--- config.mk ---
export PLATFORM = sky130hd
export DESIGN_NAME = branch_pc_unit_flat
export DESIGN_NICKNAME = d
export VERILOG_FILES = /design/src/rtl/arch_defs_pkg.sv /design/src/rtl/branch_pc_unit_if.sv /design/src/rtl/return_stack.sv /design/src/rtl/branch_pc_unit.sv /design/src/flat_wrapper.sv
export SDC_FILE = /design/constraint.sdc
export NUM_CORES = 1
export LEC_CHECK = 0
export BUFFER_PORTS_ARGS = -buffer_cell sky130_fd_sc_hd__buf_2
export CAP_MARGIN = 10
export CORE_MARGIN = 3
export CORE_UTILIZATION = 53
export DETAILED_ROUTE_END_ITERATION = 10
export MAX_ROUTING_LAYER = met4
export PLACE_DENSITY = 0.8
export SLEW_MARGIN = 20
export SYNTH_ARGS = -nofsm -noshare
export SYNTH_HDL_FRONTEND = slang
export SYNTH_SLANG_ARGS = --single-unit
export TNS_END_PERCENT = 10
--- constraint.sdc ---
create_clock -name clk -period 2.83 [get_ports clk]
set_input_delay 0.283 -clock clk [delete_from_list [all_inputs] [get_ports clk]]
set_output_delay 0.283 -clock clk [all_outputs]
set_load 0.1 [all_outputs]
--- src/rtl/arch_defs_pkg.sv ---
// Shared branch definitions: the eight condition codes and the flag test used
// by the PC unit and by anything that decodes branch instructions.
package arch_defs_pkg;

    typedef enum logic [2:0] {
        COND_ALWAYS = 3'd0,
        COND_Z      = 3'd1,
        COND_NZ     = 3'd2,
        COND_C      = 3'd3,
        COND_NC     = 3'd4,
        COND_N      = 3'd5,
        COND_NN     = 3'd6,
        COND_NEVER  = 3'd7
    } cond_t;

    function automatic logic cond_met(cond_t cond, logic z, logic c, logic n);
        logic met;
        met = 1'b0;
        case (cond)
            COND_ALWAYS: met = 1'b1;
            COND_Z:      met = z;
            COND_NZ:     met = ~z;
            COND_C:      met = c;
            COND_NC:     met = ~c;
            COND_N:      met = n;
            COND_NN:     met = ~n;
            default:     met = 1'b0;
        endcase
        return met;
    endfunction

endpackage

--- src/rtl/branch_pc_unit_if.sv ---
// Control-unit / flag-register side of the branch PC unit: strobes, flags and
// the PC, stack and perf-counter outputs.
interface branch_pc_unit_if #(
    parameter int ADDR_WIDTH  = 8,
    parameter int STACK_DEPTH = 4,
    parameter int CNT_WIDTH   = 16
);
    import arch_defs_pkg::*;

    localparam int LEVEL_WIDTH = $clog2(STACK_DEPTH + 1);

    logic                   pc_inc_i;
    logic                   br_valid_i;
    cond_t                  br_cond_i;
    logic                   br_call_i;
    logic                   br_ret_i;
    logic [ADDR_WIDTH-1:0]  br_target_i;
    logic                   flag_zero_i;
    logic                   flag_carry_i;
    logic                   flag_negative_i;
    logic [ADDR_WIDTH-1:0]  pc_o;
    logic                   br_taken_o;
    logic [LEVEL_WIDTH-1:0] stack_level_o;
    logic                   stack_err_o;
    logic [CNT_WIDTH-1:0]   taken_cnt_o;
    logic [CNT_WIDTH-1:0]   not_taken_cnt_o;

    modport master (
        output pc_inc_i, br_valid_i, br_cond_i, br_call_i, br_ret_i, br_target_i,
        output flag_zero_i, flag_carry_i, flag_negative_i,
        input  pc_o, br_taken_o, stack_level_o, stack_err_o, taken_cnt_o, not_taken_cnt_o
    );

    modport slave (
        input  pc_inc_i, br_valid_i, br_cond_i, br_call_i, br_ret_i, br_target_i,
        input  flag_zero_i, flag_carry_i, flag_negative_i,
        output pc_o, br_taken_o, stack_level_o, stack_err_o, taken_cnt_o, not_taken_cnt_o
    );

endinterface

--- src/rtl/return_stack.sv ---
// LIFO of return addresses. The top entry is read combinationally so a RET can
// load the PC on the same edge that pops it.
module return_stack #(
    parameter int ADDR_WIDTH  = 8,
    parameter int STACK_DEPTH = 4,
    parameter int LEVEL_WIDTH = $clog2(STACK_DEPTH + 1)
) (
    input  logic                   clk,
    input  logic                   reset_n,
    input  logic                   push,
    input  logic                   pop,
    input  logic [ADDR_WIDTH-1:0]  push_data,
    output logic [ADDR_WIDTH-1:0]  top_data,
    output logic                   full,
    output logic                   empty,
    output logic [LEVEL_WIDTH-1:0] level
);

    localparam int IDX_WIDTH = (STACK_DEPTH > 1) ? $clog2(STACK_DEPTH) : 1;

    logic [ADDR_WIDTH-1:0]  mem [STACK_DEPTH];
    logic [LEVEL_WIDTH-1:0] level_reg;
    logic [LEVEL_WIDTH-1:0] level_next;
    logic [IDX_WIDTH-1:0]   wr_idx;

    assign full   = (level_reg == LEVEL_WIDTH'(STACK_DEPTH));
    assign empty  = (level_reg == '0);
    assign level  = level_reg;
    // Only used while not full, so the level always fits the index width.
    assign wr_idx = IDX_WIDTH'(level_reg);

    always_comb begin
        level_next = level_reg;
        if (push && !full) begin
            level_next = level_reg + LEVEL_WIDTH'(1);
        end else if (pop && !empty) begin
            level_next = level_reg - LEVEL_WIDTH'(1);
        end
    end

    always_ff @(posedge clk or negedge reset_n) begin
        if (!reset_n) begin
            level_reg <= '0;
        end else begin
            level_reg <= level_next;
        end
    end

    // Contents are don't-care after reset, so the storage carries no reset.
    always_ff @(posedge clk) begin
        if (push && !full) begin
            mem[wr_idx] <= push_data;
        end
    end

    always_comb begin
        top_data = '0;
        for (int i = 0; i < STACK_DEPTH; i++) begin
            if (level_reg == LEVEL_WIDTH'(i + 1)) begin
                top_data = mem[i];
            end
        end
    end

endmodule

--- src/rtl/branch_pc_unit.sv ---
// Program counter with eight-way conditional branches, CALL/RET via a return
// stack and a sticky stack-error flag. Define BRANCH_PERF_CNT_EN to build the
// taken / not-taken performance counters; otherwise those outputs read zero.
module branch_pc_unit
    import arch_defs_pkg::*;
#(
    parameter int ADDR_WIDTH  = 8,
    parameter int STACK_DEPTH = 4,
    parameter int CNT_WIDTH   = 16
) (
    input  logic            clk,
    input  logic            reset_n,
    branch_pc_unit_if.slave bus
);

    localparam int LEVEL_WIDTH = $clog2(STACK_DEPTH + 1);

    logic [ADDR_WIDTH-1:0]  pc_reg;
    logic [ADDR_WIDTH-1:0]  pc_next;
    logic [ADDR_WIDTH-1:0]  stack_top;
    logic [LEVEL_WIDTH-1:0] stack_level;
    logic                   br_taken_reg;
    logic                   stack_err_reg;
    logic                   stack_err_next;
    logic                   stack_full;
    logic                   stack_empty;
    logic                   is_jump;
    logic                   is_call;
    logic                   is_ret;
    logic                   is_illegal;
    logic                   cond_ok;
    logic                   jump_taken;
    logic                   push;
    logic                   pop;
    logic                   taken;

    always_comb begin
        is_illegal = bus.br_valid_i & bus.br_call_i & bus.br_ret_i;
        is_call    = bus.br_valid_i & bus.br_call_i & ~bus.br_ret_i;
        is_ret     = bus.br_valid_i & bus.br_ret_i & ~bus.br_call_i;
        is_jump    = bus.br_valid_i & ~bus.br_call_i & ~bus.br_ret_i;
        cond_ok    = cond_met(bus.br_cond_i, bus.flag_zero_i,
                              bus.flag_carry_i, bus.flag_negative_i);

        jump_taken = is_jump & cond_ok;
        // A taken CALL against a full stack is refused outright: no jump either.
        push       = is_call & cond_ok & ~stack_full;
        pop        = is_ret & ~stack_empty;
        taken      = jump_taken | push | pop;

        stack_err_next = stack_err_reg | is_illegal
                       | (is_ret & stack_empty)
                       | (is_call & cond_ok & stack_full);

        pc_next = pc_reg;
        if (pop) begin
            pc_next = stack_top;
        end else if (push || jump_taken) begin
            pc_next = bus.br_target_i;
        end else if (!bus.br_valid_i && bus.pc_inc_i) begin
            pc_next = pc_reg + ADDR_WIDTH'(1);
        end
    end

    always_ff @(posedge clk or negedge reset_n) begin
        if (!reset_n) begin
            pc_reg        <= '0;
            br_taken_reg  <= 1'b0;
            stack_err_reg <= 1'b0;
        end else begin
            pc_reg        <= pc_next;
            br_taken_reg  <= taken;
            stack_err_reg <= stack_err_next;
        end
    end

    return_stack #(
        .ADDR_WIDTH  (ADDR_WIDTH),
        .STACK_DEPTH (STACK_DEPTH)
    ) u_return_stack (
        .clk       (clk),
        .reset_n   (reset_n),
        .push      (push),
        .pop       (pop),
        .push_data (pc_reg),
        .top_data  (stack_top),
        .full      (stack_full),
        .empty     (stack_empty),
        .level     (stack_level)
    );

    assign bus.pc_o          = pc_reg;
    assign bus.br_taken_o    = br_taken_reg;
    assign bus.stack_level_o = stack_level;
    assign bus.stack_err_o   = stack_err_reg;

`ifdef BRANCH_PERF_CNT_EN
    logic [CNT_WIDTH-1:0] taken_cnt_reg;
    logic [CNT_WIDTH-1:0] not_taken_cnt_reg;
    logic                 not_taken;

    // Error cases are neither taken nor not-taken, so they never reach here.
    assign not_taken = (is_jump | is_call) & ~cond_ok;

    always_ff @(posedge clk or negedge reset_n) begin
        if (!reset_n) begin
            taken_cnt_reg     <= '0;
            not_taken_cnt_reg <= '0;
        end else begin
            if (taken && (taken_cnt_reg != '1)) begin
                taken_cnt_reg <= taken_cnt_reg + CNT_WIDTH'(1);
            end
            if (not_taken && (not_taken_cnt_reg != '1)) begin
                not_taken_cnt_reg <= not_taken_cnt_reg + CNT_WIDTH'(1);
            end
        end
    end

    assign bus.taken_cnt_o     = taken_cnt_reg;
    assign bus.not_taken_cnt_o = not_taken_cnt_reg;
`else
    assign bus.taken_cnt_o     = '0;
    assign bus.not_taken_cnt_o = '0;
`endif

endmodule
--- src/flat_wrapper.sv ---
// flat-port wrapper written by rule: the top's interface ports become plain ports
module branch_pc_unit_flat import arch_defs_pkg::*;
#(
    parameter int ADDR_WIDTH  = 8,
    parameter int STACK_DEPTH = 4,
    parameter int CNT_WIDTH   = 16
)
  (clk, reset_n, bus_pc_inc_i, bus_br_valid_i, bus_br_cond_i, bus_br_call_i, bus_br_ret_i, bus_br_target_i, bus_flag_zero_i, bus_flag_carry_i, bus_flag_negative_i, bus_pc_o, bus_br_taken_o, bus_stack_level_o, bus_stack_err_o, bus_taken_cnt_o, bus_not_taken_cnt_o);
  branch_pc_unit_if #(.ADDR_WIDTH(ADDR_WIDTH), .STACK_DEPTH(STACK_DEPTH), .CNT_WIDTH(CNT_WIDTH)) bus_i ();
  input  logic clk;
  input  logic reset_n;
  input wire logic [$bits(bus_i.pc_inc_i)-1:0] bus_pc_inc_i;
  input wire logic [$bits(bus_i.br_valid_i)-1:0] bus_br_valid_i;
  input wire logic [$bits(bus_i.br_cond_i)-1:0] bus_br_cond_i;
  input wire logic [$bits(bus_i.br_call_i)-1:0] bus_br_call_i;
  input wire logic [$bits(bus_i.br_ret_i)-1:0] bus_br_ret_i;
  input wire logic [$bits(bus_i.br_target_i)-1:0] bus_br_target_i;
  input wire logic [$bits(bus_i.flag_zero_i)-1:0] bus_flag_zero_i;
  input wire logic [$bits(bus_i.flag_carry_i)-1:0] bus_flag_carry_i;
  input wire logic [$bits(bus_i.flag_negative_i)-1:0] bus_flag_negative_i;
  output wire logic [$bits(bus_i.pc_o)-1:0] bus_pc_o;
  output wire logic [$bits(bus_i.br_taken_o)-1:0] bus_br_taken_o;
  output wire logic [$bits(bus_i.stack_level_o)-1:0] bus_stack_level_o;
  output wire logic [$bits(bus_i.stack_err_o)-1:0] bus_stack_err_o;
  output wire logic [$bits(bus_i.taken_cnt_o)-1:0] bus_taken_cnt_o;
  output wire logic [$bits(bus_i.not_taken_cnt_o)-1:0] bus_not_taken_cnt_o;
  assign bus_i.pc_inc_i = bus_pc_inc_i;
  assign bus_i.br_valid_i = bus_br_valid_i;
  assign bus_i.br_cond_i = bus_br_cond_i;
  assign bus_i.br_call_i = bus_br_call_i;
  assign bus_i.br_ret_i = bus_br_ret_i;
  assign bus_i.br_target_i = bus_br_target_i;
  assign bus_i.flag_zero_i = bus_flag_zero_i;
  assign bus_i.flag_carry_i = bus_flag_carry_i;
  assign bus_i.flag_negative_i = bus_flag_negative_i;
  assign bus_pc_o = bus_i.pc_o;
  assign bus_br_taken_o = bus_i.br_taken_o;
  assign bus_stack_level_o = bus_i.stack_level_o;
  assign bus_stack_err_o = bus_i.stack_err_o;
  assign bus_taken_cnt_o = bus_i.taken_cnt_o;
  assign bus_not_taken_cnt_o = bus_i.not_taken_cnt_o;
  branch_pc_unit #(.ADDR_WIDTH(ADDR_WIDTH), .STACK_DEPTH(STACK_DEPTH), .CNT_WIDTH(CNT_WIDTH)) u_core (.clk(clk), .reset_n(reset_n), .bus(bus_i));
endmodule
; Yosys cells after proc, flatten, opt, wreduce, memory -nomap -nowiden
; Memory sizes are Yosys's and may differ from the RTL's.
; Cells that the tools add are included.
[word_totals]
mem_bits_ro = 0
regBits = 13
wordCells = 66
mem_count = 1
latch_bits = 0
mem_bits_rw = 32
in_bits = 20
[mem_list]
columns = memory, depth, width, read_ports, rd_clocked_by_memory_dff, write_ports, line_no
row1 = u_core.u_return_stack.mem, 4, 8, 4, 0, 1, return_stack.sv:21  ; logic [ADDR_WIDTH-1:0] mem [STACK_DEPTH];
[classes]
bitwise_logic = 25
n_reduce_logical = 11
shifts = 0
mul = 0
addsub = 3
magnitude_cmp = 0
div_mod_pow = 0
mux = 12
n_eq_ne = 10
[op_table]
columns = operator, count
row1 = $mux 8, 7
row2 = $and 1x1->1, 13
row3 = $eq 3x2->1 const B, 4
row4 = $eq 3x3->1 const B, 4
row5 = $add 8x1->8 const B, 1
row6 = $not 1->1, 7
row7 = $pmux 1 s7, 1
row8 = $eq 3x1->1 const B, 2
row9 = $logic_not 3->1, 2
row10 = $mux 3, 2
row11 = $or 1x1->1, 5
row12 = $add 3x1->3 const B, 1
row13 = $logic_and 1x1->1, 3
row14 = $logic_not 1->1, 3
row15 = $reduce_bool 3->1, 1
row16 = $sub 3x1->3 const B, 1
row17 = $mux 1, 2
row18 = $reduce_bool 2->1, 1
row19 = $logic_or 1x1->1, 1

; Longest topological paths before layout
[depth]
word_depth = 7
ltp_mapped = 9
mapped_depth_nobuf = 7

; Cells and area by module
; From an unflattened synthesis, not the netlist that was laid out.
[hier_totals]
hier_cells = 221
hier_area_um2 = 2536.2
[by_module_without_submodules]
columns = mod, seq_area_each_um2, cells_per_inst, instances, area_per_inst_um2
row1 = return_stack, 1036.0, 109, 1, 1524.0
row2 = branch_pc_unit, 250.2, 112, 1, 1012.2

; Worst setup path after synthesis
; OpenSTA, ideal clock, no wires.
[synth_path]
kind = reg-to-reg
startpoint = register u_core.u_return_stack.level_reg[2] (netlist: u_core.u_return_stack.level[2])
endpoint = register u_core.pc_reg[5] (netlist: u_core.bus.pc_o[5])
setup_ns = 0.087
period_less_slack_ns = 2.746
t_arrival_ns = 2.658
required_ns = 2.743
setup_slack_ns = 0.084
n_path_buf = 2
path_stages_with_launch = 10
cell_sequence = dfrtp_1 -> buf_2 -> inv_1 -> ha_1 -> buf_1 -> nor3b_2 -> a22oi_1 -> a31oi_1 -> o22ai_1 -> nor3_1
[synth_via]
elab_chain_cells = 6
[synth_lines]
columns = item, line_no
row1 = start: declaration, return_stack.sv:22  ; logic [LEVEL_WIDTH-1:0] level_reg;
row2 = start signal: assignment, return_stack.sv:45  ; level_reg <= level_next;
row3 = $eq 3x1->1 or $eq 3x3->1 (tied branches), "return_stack.sv:59, return_stack.sv:26"
row4 = $mux 8 or $not 1->1 (tied branches), "return_stack.sv:59, branch_pc_unit.sv:47"
row5 = $mux 8 or $and 1x1->1 (tied branches), "return_stack.sv:59, branch_pc_unit.sv:47"
row6 = $mux 8 or $logic_or 1x1->1 (tied branches), "return_stack.sv:59, branch_pc_unit.sv:58"
row7 = $mux 8 (on tied branches), "return_stack.sv:59, branch_pc_unit.sv:58"
row8 = $mux 8, branch_pc_unit.sv:56  ; if (pop) begin
row9 = end signal: assignment, branch_pc_unit.sv:71  ; pc_reg <= pc_next;
row10 = end: declaration, branch_pc_unit.sv:18  ; logic [ADDR_WIDTH-1:0] pc_reg;
; Several ways; a longest one is shown, not always the timed one.
; A chain may end at the register's enable or synchronous reset.

; Worst setup path in the final report
[layout_path]
startpoint = register u_core.u_return_stack.level_reg[0] (netlist: u_core.u_return_stack.level[0])
endpoint = register u_core.pc_reg[6] (netlist: u_core.bus.pc_o[6])
; The elaborated chain is that of the path after synthesis.

==> qor.csv <==
metric,value,unit
largest_reg_flops,32,
area_growth,7.413,%
core.rowCount,24,
syn-cell-area,2515,um2
slew_violations,0,
clockBufferDepth,2,
p_int,1.439,mW
grt.total_usage,19.69,%
netSwitchingPower,1.650,mW
slew_headroom,59.43,%
routed_wl,5061,um
vias,1709,
start_util,56.21,%
critical_path_required,3050,ps
grt_max_degree,16,
cts_tree,yes,
rsz0062_at_grt,no,
hold_class,input port to register,
clk_pin_slew,90,ps
cp_max_fo,11,
p_clk_share,13.1,%
ys_warn_count,0,
yosys-top-cells-area,"edfxtp_1, dfrtp_1, buf_4",
combPwrFrac,52.9,%
start_kind,register,
synth_top_area_share,38.21,%
async_flop_share,28.89,%
vias_per_cell,5.513,
maxCapViolCount,0,
diodes,0,
yosysSeqAreaShare,51.14,%
layout_min_cycle_time,2346,ps
powerDensity,1143,nW/um2
drc,0,
first_global_vias,1522,
gr-total-overflow,0,
period_share,82.90,%
fin_nets,284,
io_buffers,32,
worst_slew_pin_slew,599.1,ps
worstSetupPathType,register to register,
cts_htree_levels,2,
seqPwrFrac,34.0,%
fin_skew,7.643,ps
place_hpwl,3688,um
synth-seq-cells,45,
final_util,60.37,%
wl_per_cell,16.33,um
gp_congestion,0.8658,
ir_drop,0.8661,mV
end_kind,register,
core-area,4474,um2
crit_arrival,2570,ps
syn-instance-count,223,
post_cts_buffers,0,
grt_pass1_wl,7907,um
setup_viol,0,
io_pins,65,
finalSetupTns,0,ps
postRouteAntennaNets,0,
layout-drive-gt1-share,21.32,%
drt_first_iter_violations,179,
synth-edff-count,32,
synth_area_leader_cell,edfxtp_1,
netSwitchingFraction,53.42,%
first_pass_iters,5,
leakage,1.075,nW
dieWidth,74.89,um
cts-root-buf,clkbuf_8,
cts_buffers,5,
dieArea,5608,um2
post_synth_num_cell_types,55,
avgSynthCellArea,11.28,um2
chipHeight,74.89,um
clkLatencyLatePin,310,ps
hold_viol,0,
outcome,"complete, no violations",
antenna_found_initial,0,
fmax,426.3,MHz
dominantRegCellSynth,edfxtp_1,
cts.sinks,45,
## cell usage in the layout (no fill, tap or decap), types with 2 or more instances in the layout
cell type  synthesis  layout
conb_1             1      32
buf_2              3      32
edfxtp_1          32      32
nand2_1           22      22
dfrtp_1           13      13
nor2_1            10      10
nand3_1            8       8
nor3_1             8       8
xnor2_1            7       7
ha_1               7       7
a21oi_1            6       6
and3_1             5       5
a31oi_1            5       5
o22ai_1            5       5
clkbuf_8           0       5
a22oi_1            4       4
buf_4             32       4
inv_1              3       3
and2_1             3       3
a211oi_1           3       3
a222oi_1           3       3
o21ai_0            3       3
nand2b_1           2       2
mux2i_1            2       2
nor3_2             2       2
## worst max-delay path, cell delays in order (launching register included)
cell,delay (ps)
dfrtp_1,440
ha_1,240
ha_1,340
nor4b_4,470
a22oi_1,180
a31oi_1,260
o22ai_1,120
nor3_1,220
## cells in the mapped netlist, drive strengths merged (2+ instances only)
cell type	number
o22ai	6
xnor2	7
nand2b	2
a22oi	4
nor2	10
nor3	10
and2	3
and3	5
clkbuf	4
edfxtp	32
nand3	8
inv	3
nand2	22
ha	7
a211oi	4
dfrtp	13
a21oi	6
buf	37
mux2i	2
a31oi	5
o21ai	4
a222oi	3
## area by class of cell
| cell class | count | area, um2 |
|---|---|---|
| fill | 379 | 1773 |
| sequential | 45 | 1286 |
| multi-input combinational | 165 | 1049 |
| timing repair buffer | 37 | 200.2 |
| clock buffer | 5 | 68.82 |
| tap | 52 | 65.06 |
| clock inverter | 3 | 21.27 |
| inverter | 3 | 11.26 |
## through the flow
stage	worst slack (ps)	power, mW	hold WS [ps]	instance area (um2)	cells
4_1_cts	510.9	3.092	221.9	2701	310
2_1_floorplan	84.41	2.413	-12.59	2631	254
3_5_place_dp	371.6	2.692	204.0	2601	301
6_report	484.0	3.089	221.8	2701	310
3_3_place_gp	419.4	2.663	196.0	2601	301
5_1_grt	360.3	3.230	228.3	2701	310
## path summary, 6_finish.rpt
kind	from	to	slack [ps]	depth (start not counted)
max in group asynchronous	reset_n	u_core.u_return_stack.level[0]	2160	2
min reg2reg	u_core.bus.stack_err_o	u_core.bus.stack_err_o	480	1
max reg2reg	u_core.u_return_stack.level[0]	u_core.bus.pc_o[6]	480	7
max	u_core.u_return_stack.level[0]	u_core.bus.pc_o[6]	480	7
min	bus_br_target_i[1]	u_core.bus.pc_o[1]	220	2
min in group asynchronous	reset_n	u_core.bus.pc_o[5]	420	2
## cells by family after synthesis
family	Yosys count	share of synthesized area (%)
compound gates	43	13.13
mux	3	1.244
xor+xnor	7	2.438
other cells	1	0.1491
flops	45	51.14
fa+ha+maj	7	3.482
simple gates	73	16.62
buf+inv	44	11.79
## metal layers
metal | part of all wire, % | routed length [um] | GRT usage, %
met3 | 8.2 | 417 | 3.605
met5 | 0 | 0 | -
met2 | 45 | 2256 | 27.37
met1 | 46 | 2313 | 28.86
met4 | 1.5 | 74 | 6.917
## power groups by stage
| stage | Combinational (mW) | Sequential, mW | Clock, mW |
|---|---|---|---|
| detailed placement | 1.63 | 1.07 | 0 |
| floorplan | 0.807 | 1.61 | 0 |
| global route | 1.72 | 1.07 | 0.435 |
| CTS | 1.63 | 1.05 | 0.411 |
| global placement | 1.61 | 1.06 | 0 |
| finish | 1.63 | 1.05 | 0.405 |
## what timing repair did
item,CTS,global route
hold buffers,1,0
hold endpoints to repair,13,0
gates resized for setup,0,0
No activity file was read; power rests on OpenSTA's default activity.
